**config.mk**
```make
export PLATFORM = sky130hd
export DESIGN_NAME = pause_dim_ctrl
export DESIGN_NICKNAME = d
export VERILOG_FILES = /design/src/rtl/pause_dim_ctrl.sv
export SDC_FILE = /design/constraint.sdc
export NUM_CORES = 1
export LEC_CHECK = 0
export CAP_MARGIN = 25
export CORE_MARGIN = 1.5
export CORE_UTILIZATION = 50
export DETAILED_ROUTE_END_ITERATION = 7
export GPL_ROUTABILITY_DRIVEN = 0
export GPL_TIMING_DRIVEN = 0
export HOLD_SLACK_MARGIN = 0.08
export PLACE_DENSITY = 0.86
export SYNTH_ARGS = -nofsm -noshare
export SYNTH_HDL_FRONTEND = slang
export SYNTH_SLANG_ARGS = --single-unit
```
**constraint.sdc**
```tcl
create_clock -name clk -period 3.1 [get_ports clk]
set_input_delay 0.465 -clock clk [delete_from_list [all_inputs] [get_ports clk]]
set_output_delay 0.465 -clock clk [all_outputs]
set_load 0.005 [all_outputs]
```
**src/rtl/pause_dim_ctrl.sv**
```systemverilog
// pause_dim_ctrl: pause and screen-dim controller for arcade cores.
//
// Merges a user pause toggle with NUM_REQ level pause requests into one registered pause,
// and dims the core's RGB after DIM_TICKS clocks of uninterrupted user pause. Any player
// activity un-dims while keeping the core paused. Each colour channel is shifted within its
// own width so no bits leak between channels.
//
// Optional feature macro: PAUSE_OSD_EN adds osd_status, which forces pause and holds the dim
// timer at zero while the OSD is open.
//
// Ports:
//   clk         system clock
//   reset_n     asynchronous active-low reset
//   pause_btn   user pause button level (rising edge toggles user pause)
//   pause_req   level pause requests, OR-ed together
//   activity    1-cycle strobe on any joystick/button change
//   osd_status  OSD open (only with PAUSE_OSD_EN)
//   rgb_in      core pixel {r,g,b}
//   rgb_out     pixel to video pipeline, 1-cycle latency
//   pause       pause to core, 1-cycle latency
//   user_paused user toggle state
//   dimmed      dim currently applied to rgb_out
module pause_dim_ctrl #(
  parameter int unsigned NUM_REQ   = 4,
  parameter int unsigned RW        = 3,
  parameter int unsigned GW        = 3,
  parameter int unsigned BW        = 2,
  parameter int unsigned TIMER_W   = 32,
  parameter int unsigned DIM_TICKS = 240000000,
  parameter int unsigned DIM_SHIFT = 1
) (
  input  logic                  clk,
  input  logic                  reset_n,
  input  logic                  pause_btn,
  input  logic [NUM_REQ-1:0]    pause_req,
  input  logic                  activity,
`ifdef PAUSE_OSD_EN
  input  logic                  osd_status,
`endif
  input  logic [RW+GW+BW-1:0]   rgb_in,
  output logic [RW+GW+BW-1:0]   rgb_out,
  output logic                  pause,
  output logic                  user_paused,
  output logic                  dimmed
);

  localparam logic [TIMER_W-1:0] DimTicks = TIMER_W'(DIM_TICKS);

  typedef enum logic [1:0] {StRun, StPaused, StDimmed} state_e;

  state_e                state_q, state_d;
  logic [TIMER_W-1:0]    timer_q, timer_d;
  logic                  btn_q;
  logic                  pause_q, pause_d;
  logic                  dimmed_q, dimmed_d;
  logic [RW+GW+BW-1:0]   rgb_q, rgb_d;

  logic                  rise;
  logic                  osd_hold;
  logic [TIMER_W:0]      timer_inc;
  logic [RW-1:0]         r_dim;
  logic [GW-1:0]         g_dim;
  logic [BW-1:0]         b_dim;

`ifdef PAUSE_OSD_EN
  assign osd_hold = osd_status;
`else
  assign osd_hold = 1'b0;
`endif

  assign rise = pause_btn & ~btn_q;

  // One extra bit so the saturation compare cannot wrap even when DimTicks is all ones.
  assign timer_inc = {1'b0, timer_q} + {{TIMER_W{1'b0}}, 1'b1};

  always_comb begin
    state_d = state_q;
    timer_d = timer_q;
    unique case (state_q)
      StRun: begin
        timer_d = '0;
        if (rise) state_d = StPaused;
      end
      StPaused, StDimmed: begin
        if (rise) begin
          // Toggle has priority over activity.
          state_d = StRun;
          timer_d = '0;
        end else if (activity || osd_hold) begin
          state_d = StPaused;
          timer_d = '0;
        end else if (state_q == StDimmed) begin
          timer_d = DimTicks;
        end else if (timer_inc >= {1'b0, DimTicks}) begin
          state_d = StDimmed;
          timer_d = DimTicks;
        end else begin
          timer_d = timer_inc[TIMER_W-1:0];
        end
      end
      default: begin
        state_d = StRun;
        timer_d = '0;
      end
    endcase
  end

  // Each channel shifted inside its own field, zero-filled from the top.
  assign r_dim = rgb_in[RW+GW+BW-1 -: RW] >> DIM_SHIFT;
  assign g_dim = rgb_in[GW+BW-1 -: GW] >> DIM_SHIFT;
  assign b_dim = rgb_in[BW-1:0] >> DIM_SHIFT;

  // Outputs are computed from the next state so dimmed and the dimmed pixel appear together.
  always_comb begin
    dimmed_d = (state_d == StDimmed);
    pause_d  = (state_d != StRun) | (|pause_req) | osd_hold;
    rgb_d    = dimmed_d ? {r_dim, g_dim, b_dim} : rgb_in;
  end

  always_ff @(posedge clk or negedge reset_n) begin
    if (!reset_n) begin
      state_q  <= StRun;
      timer_q  <= '0;
      btn_q    <= 1'b0;
      pause_q  <= 1'b0;
      dimmed_q <= 1'b0;
      rgb_q    <= '0;
    end else begin
      state_q  <= state_d;
      timer_q  <= timer_d;
      btn_q    <= pause_btn;
      pause_q  <= pause_d;
      dimmed_q <= dimmed_d;
      rgb_q    <= rgb_d;
    end
  end

  assign rgb_out     = rgb_q;
  assign pause       = pause_q;
  assign dimmed      = dimmed_q;
  assign user_paused = (state_q != StRun);

endmodule

```
# Word-level counts from Yosys, hierarchy flattened

Index checks and enable logic that the tools add are counted.

Register bits: 45
Bits in latches: 0
Memory bits (writable): 0
Memory bits (read-only): 0
Input port bits: 16
Output and inout port bits: 11
Logic and storage cells: 31
Memories kept: 0

Add/sub/neg operators: 1
$mul: 0
Divide/modulo/power cells: 0
Magnitude comparators: 1
Equality and inequality tests: 3
Shift-type cells: 0
Muxes and demuxes: 12
Bitwise operators: 3
Reduce and logical (&&, ||, !) cells: 5

Operators by type and width:

| cell                    | count |
|---|---|
| $mux W32                | 5 |
| $add A32 B1 Y33 const B | 1 |
| $ge A33 B28 Y1 const B  | 1 |
| $mux W2                 | 5 |
| $mux W8                 | 1 |
| $eq A2 B2 Y1 const B    | 2 |
| $pmux W2 S2             | 1 |
| $reduce_bool A2 Y1      | 2 |
| $reduce_or A4 Y1        | 1 |
| $eq A2 B1 Y1 const B    | 1 |
| $logic_not A2 Y1        | 1 |
| $reduce_or A2 Y1        | 1 |
| $and A1 B1 Y1           | 1 |
| $not A1 Y1              | 1 |
| $or A1 B1 Y1            | 1 |

# Longest topological paths before layout

Gate-level depths: netlist of the first run.

Word-level depth: 9
Mapped depth: 12
Mapped depth without buffers: 10

# Worst setup path after synthesis of the first run

No wires, ideal clock.

Path type: register to register
From: register timer_q[2]
To: register rgb_q[0] (netlist: rgb_out[0])
Setup time: 0.128 ns
Arrival: 3.195 ns
Required time: 2.972 ns
Slack: -0.222 ns
Stages on the path, launching flop included: 12
Path buffers: 2
Period minus slack after synthesis: 3.322 ns
Cells stage by stage: dfrtp_1 buf_2 nand3_2 or3_4 or4_1 buf_2 or4_1 nand3_2 nor4b_4 o32ai_2 a21oi_4 mux2_1

Longest elaborated chain between the ends: 9

Ends and longest elaborated chain:

| item                     | RTL line | RTL |
|---|---|---|
| start: declaration       | 52       | `logic [TIMER_W-1:0] timer_q, timer_d;` |
| start signal: assignment | 130      | `timer_q <= timer_d;` |
| $add A32 B1 Y33          | 74       | `assign timer_inc = {1'b0, timer_q} + {{TIMER_W{1'b0}}, 1'b1};` |
| $ge A33 B28 Y1           | 94       | `end else if (timer_inc >= {1'b0, DimTicks}) begin` |
| $mux W2                  | 94       |  |
| $mux W2                  | 92       | `end else if (state_q == StDimmed) begin` |
| $mux W2                  | 89       | `end else if (activity \|\| osd_hold) begin` |
| $mux W2                  | 85       | `if (rise) begin` |
| $pmux W2 S2              | 79       | `unique case (state_q)` |
| $eq A2 B2 Y1             | 115      | `dimmed_d = (state_d == StDimmed);` |
| via dimmed_d             | 55       | `logic dimmed_q, dimmed_d;` |
| $mux W8                  | 117      | `rgb_d = dimmed_d ? {r_dim, g_dim, b_dim} : rgb_in;` |
| via rgb_d[0]             | 56       | `logic [RW+GW+BW-1:0] rgb_q, rgb_d;` |
| end signal: assignment   | 134      | `rgb_q <= rgb_d;` |
| end: declaration         | 56       |  |

The timed path passes the listed nets, and every way through them passes these cells.

# Final worst setup path of the first run

From: register timer_q[1]
To: register rgb_q[6] (netlist: rgb_out[6])

The elaborated chain is that of the path after synthesis.

==> flow_summary_export.csv, run 1 <==
group,metric,value,unit
logic_synthesis,synth_ff_type,"dfrtp_1",
worst_setup_path,critical_path.cell_chain,"ha_4, nand4_1, buf_4, buf_4, nor2_1, a21oi_1, nor3_1, o2111ai_2, a311oi_4, o32ai_2, a21oi_4, buf_12, mux2_4",
global_routing,grt_pass1_vias,2514,
worst_setup_path,cp-start-kind,"flip-flop",
global_routing,antenna_found_initial,0,
worst_setup_path,crit_arrival,3.59,ns
layout,ff_latch_area,0.00114,mm2
die,ios,27,
timing,setup_ws,-0.294,ns
timing,min_period_over_period,1.09,
cts,cts_tree,"done",
layout,multi_input_area,0.00178,mm2
layout,final_core_util,0.755,
place,placed_cell_area,0.00314,mm2
outcome,status,"complete, but fails checks",
timing,clock_skew,0.0150,ns
place,io_buffers,26,
timing,setup_tns,-3.47,ns
logic_synthesis,synth_cells,286,
timing,rsz0062_at_grt,"yes",
power_and_ir_drop,power_density,504,mW/mm2
die,row_count,26,
timing,drv_slew,0,
logic_synthesis,yosys_warnings,0,
place,dp_slack,-0.540,ns
worst_setup_path,crit_type,"flip-flop to flip-flop",
die,die_h,76.8,um
routing,drt_iter0_markers,402,
timing,fmax,0.295,GHz
routing,first_pass_iters,7,
logic_synthesis,synth_top_area_frac,0.414,
worst_setup_path,cp-end-kind,"flip-flop",
logic_synthesis,netlist_area,0.00272,mm2
cts,cts_sinks,45,
routing,drc_errors,0,
worst_setup_path,cp_top_family,"compound AO/OA/AOI/OAI gates",
cts,clockBufferDepth,2,
global_routing,grt_pass1_wl,12200,um
worst_setup_path,crit_slowest_cell,"dfrtp_2",
power_and_ir_drop,power,1970,uW
logic_synthesis,synth-edff-count,0,
cts,root_buffer,"clkbuf_8",
global_routing,grt_max_degree,34,
global_routing,grtUsageTotal,0.261,
cts,cts_made_buffers,5,
outcome,violations,"negative setup slack",
flow_run,drv_cap,0,
routing,vias_per_cell,6.48,
logic_synthesis,synth_seq_cells,45,
die,die_w,76.8,um
place,dp_hpwl,4270,um
die,coreArea,0.00517,mm2
layout,syn2layout_area_growth,43.5,%
worst_setup_path,path_max_fanout,8,
timing,finalSetupViolations,34,
layout,drive_gt1_frac,0.357,
power_and_ir_drop,p_leak,0.00157,uW
min_path,hold_path_class,"input port to async pin",
timing,finalCriticalPeriod,3.39,ns
die,dieArea,0.00589,mm2
power_and_ir_drop,vdd_drop_max,563,uV
global_routing,grt_overflow,0,
cts,htreeDepth,2,
routing,via_count,2795,
layout,nNetsFinal,381,
layout,diodes,0,
logic_synthesis,yosysSeqAreaShare,0.414,
routing,wl_per_cell,20.6,um
layout,filler_cell_count,328,
worst_setup_path,cpMostUsedCell,"buf_4",
logic_synthesis,synth.distinct_cells,59,
logic_synthesis,yosys.area.top_type,"dfrtp_1",
cts,path_clk_slew,0.10,ns
worst_setup_path,worst-path-buf-inv,3,
logic_synthesis,ys_async_sr_fraction,1.00,
timing,max_slew_margin,0.643,
worst_setup_path,cp.required,3.30,ns
timing,final-hold-violation-count,0,
routing,antenna_left,0,
die,start_util,0.526,
routing,routed_wl,8890,um
timing,worst_pin_slew,0.531,ns
layout,design_area,0.00390,mm2
logic_synthesis,synthTopCellsByArea,"dfrtp_1 41%, xnor2_1 4.5%, nand3_1 4.4%",
cts,clkLatencyLatePin,0.32,ns
logic_synthesis,syn_area_per_cell,9.51,um2
worst_setup_path,slowest_delay,0.44,ns
-- through the flow --
step | hold slack [ns] | cells
finish | 0.562 | 431
global placement | 0.563 | 385
floorplan | 0.169 | 289
global route | 0.590 | 431
CTS | 0.578 | 416
detailed placement | 0.387 | 386
-- power breakdown --
| group | switching, uW | total (uW) | internal [uW] |
|---|---|---|---|
| logic | 318 | 676 | 359 |
| clock network | 229 | 553 | 325 |
| registers | 63.4 | 737 | 674 |
-- layer usage --
| layer | GRT usage | part of all wire | vias to the layer above |
|---|---|---|---|
| met4 | 0.131 | 0.070 | 0 |
| met5 | 0 | 0 | - |
| met3 | 0.0500 | 0.080 | 68 |
| met1 | 0.324 | 0.37 | 1336 |
| li1 | - | - | 1185 |
| met2 | 0.431 | 0.48 | 206 |
-- final timing paths --
path	startpoint	to	slack [ns]	cells past startpoint
max in group asynchronous	reset_n	timer_q[12]	2.02	3
worst max register to register	timer_q[1]	rgb_out[6]	-0.29	13
min in group clk	timer_q[24]	timer_q[24]	0.62	2
worst min register to register	timer_q[24]	timer_q[24]	0.62	2
worst min-delay path	reset_n	timer_q[7]	0.56	2
worst max-delay path	timer_q[1]	rgb_out[6]	-0.29	13
-- cells in the mapped netlist, drive strengths merged (2+ instances only) --
library cell and instances:
or4 7, dfrtp 45, or2 4, o2111ai 3, o22ai 2, nand3b 3, o41ai 2, a31oi 3
nor4 5, xnor2 14, ha 5, o31a 2, a21o 2, mux2 6, o21ai 5, and3 7
xor2 10, nand4 6, inv 7, or3 4, nor2b 3, nor3 15, nand2 17, nor4b 2
clkbuf 7, nand2b 4, nand3 26, nor2 30, buf 7, a21oi 16
-- state kept, by name, summed over array words and instances (netlist names) --
name / count
dimmed: 1
btn_q: 1
rgb_out: 8
state_q: 2
pause: 1
timer_q: 32
-- cell usage in the layout (no fill, tap or decap), drive strengths merged, types with 5 or more instances in the layout --
| cell type | instances |
|---|---|
| inv | 8 |
| o21ai | 5 |
| nand2 | 18 |
| dfrtp | 45 |
| xnor2 | 14 |
| mux2 | 6 |
| and3 | 7 |
| clkdlybuf4s50 | 25 |
| xor2 | 10 |
| nand3 | 26 |
| clkbuf | 9 |
| buf | 47 |
| a21oi | 16 |
| ha | 5 |
| nor2 | 30 |
| or4 | 7 |
| nor3 | 15 |
| nand4 | 6 |
| nor4 | 5 |
-- final cells by class --
cell class | count | area share
Sequential cell | 45 | 0.292
Inverter | 7 | 0.00673
Timing Repair Buffer | 66 | 0.156
Multi-Input combinational cell | 224 | 0.455
Buffer | 11 | 0.0321
Clock inverter | 3 | 0.0176
Clock buffer | 5 | 0.0176
Tap cell | 70 | 0.0224
-- cell families after synthesis --
logic type,after synthesis,synth area share
AND/OR/NAND/NOR,139,0.302
buffers and inverters,21,0.0340
XOR/XNOR,24,0.0773
multiplexers,6,0.0248
adder cells (fa/ha/maj),5,0.0230
AO/OA/AOI/OAI,45,0.124
flip-flops,45,0.414
other,1,0.00138
-- worst register-to-register path, delay by kind of cell (launching register included) --
| family | cells | cell delay (ns) |
|---|---|---|
| AO/OA/AOI/OAI | 5 | 1.11 |
| adder cells (fa/ha/maj) | 1 | 0.18 |
| buffers and inverters | 3 | 0.50 |
| AND/OR/NAND/NOR | 3 | 0.73 |
| multiplexers | 1 | 0.31 |
| flip-flops | 1 | 0.44 |
-- timing repair --
| action | CTS | global route |
|---|---|---|
| gates cloned | 0 | 2 |
| setup endpoints to repair | 38 | 31 |
| hold buffers | 1 | 0 |
| setup buffers | 22 | 16 |
| pin swaps | 16 | 9 |
| resized for setup | 49 | 32 |
| endpoints found under the hold margin | 12 | 0 |
No activity file was read; power rests on OpenSTA's default activity.
==> run 2, diff against run 1 <==
- CTS_CLUSTER_SIZE: not set -> 20
==> results of run 2 <==
The final DEF is identical to that of run 1; final timing and power are the same.
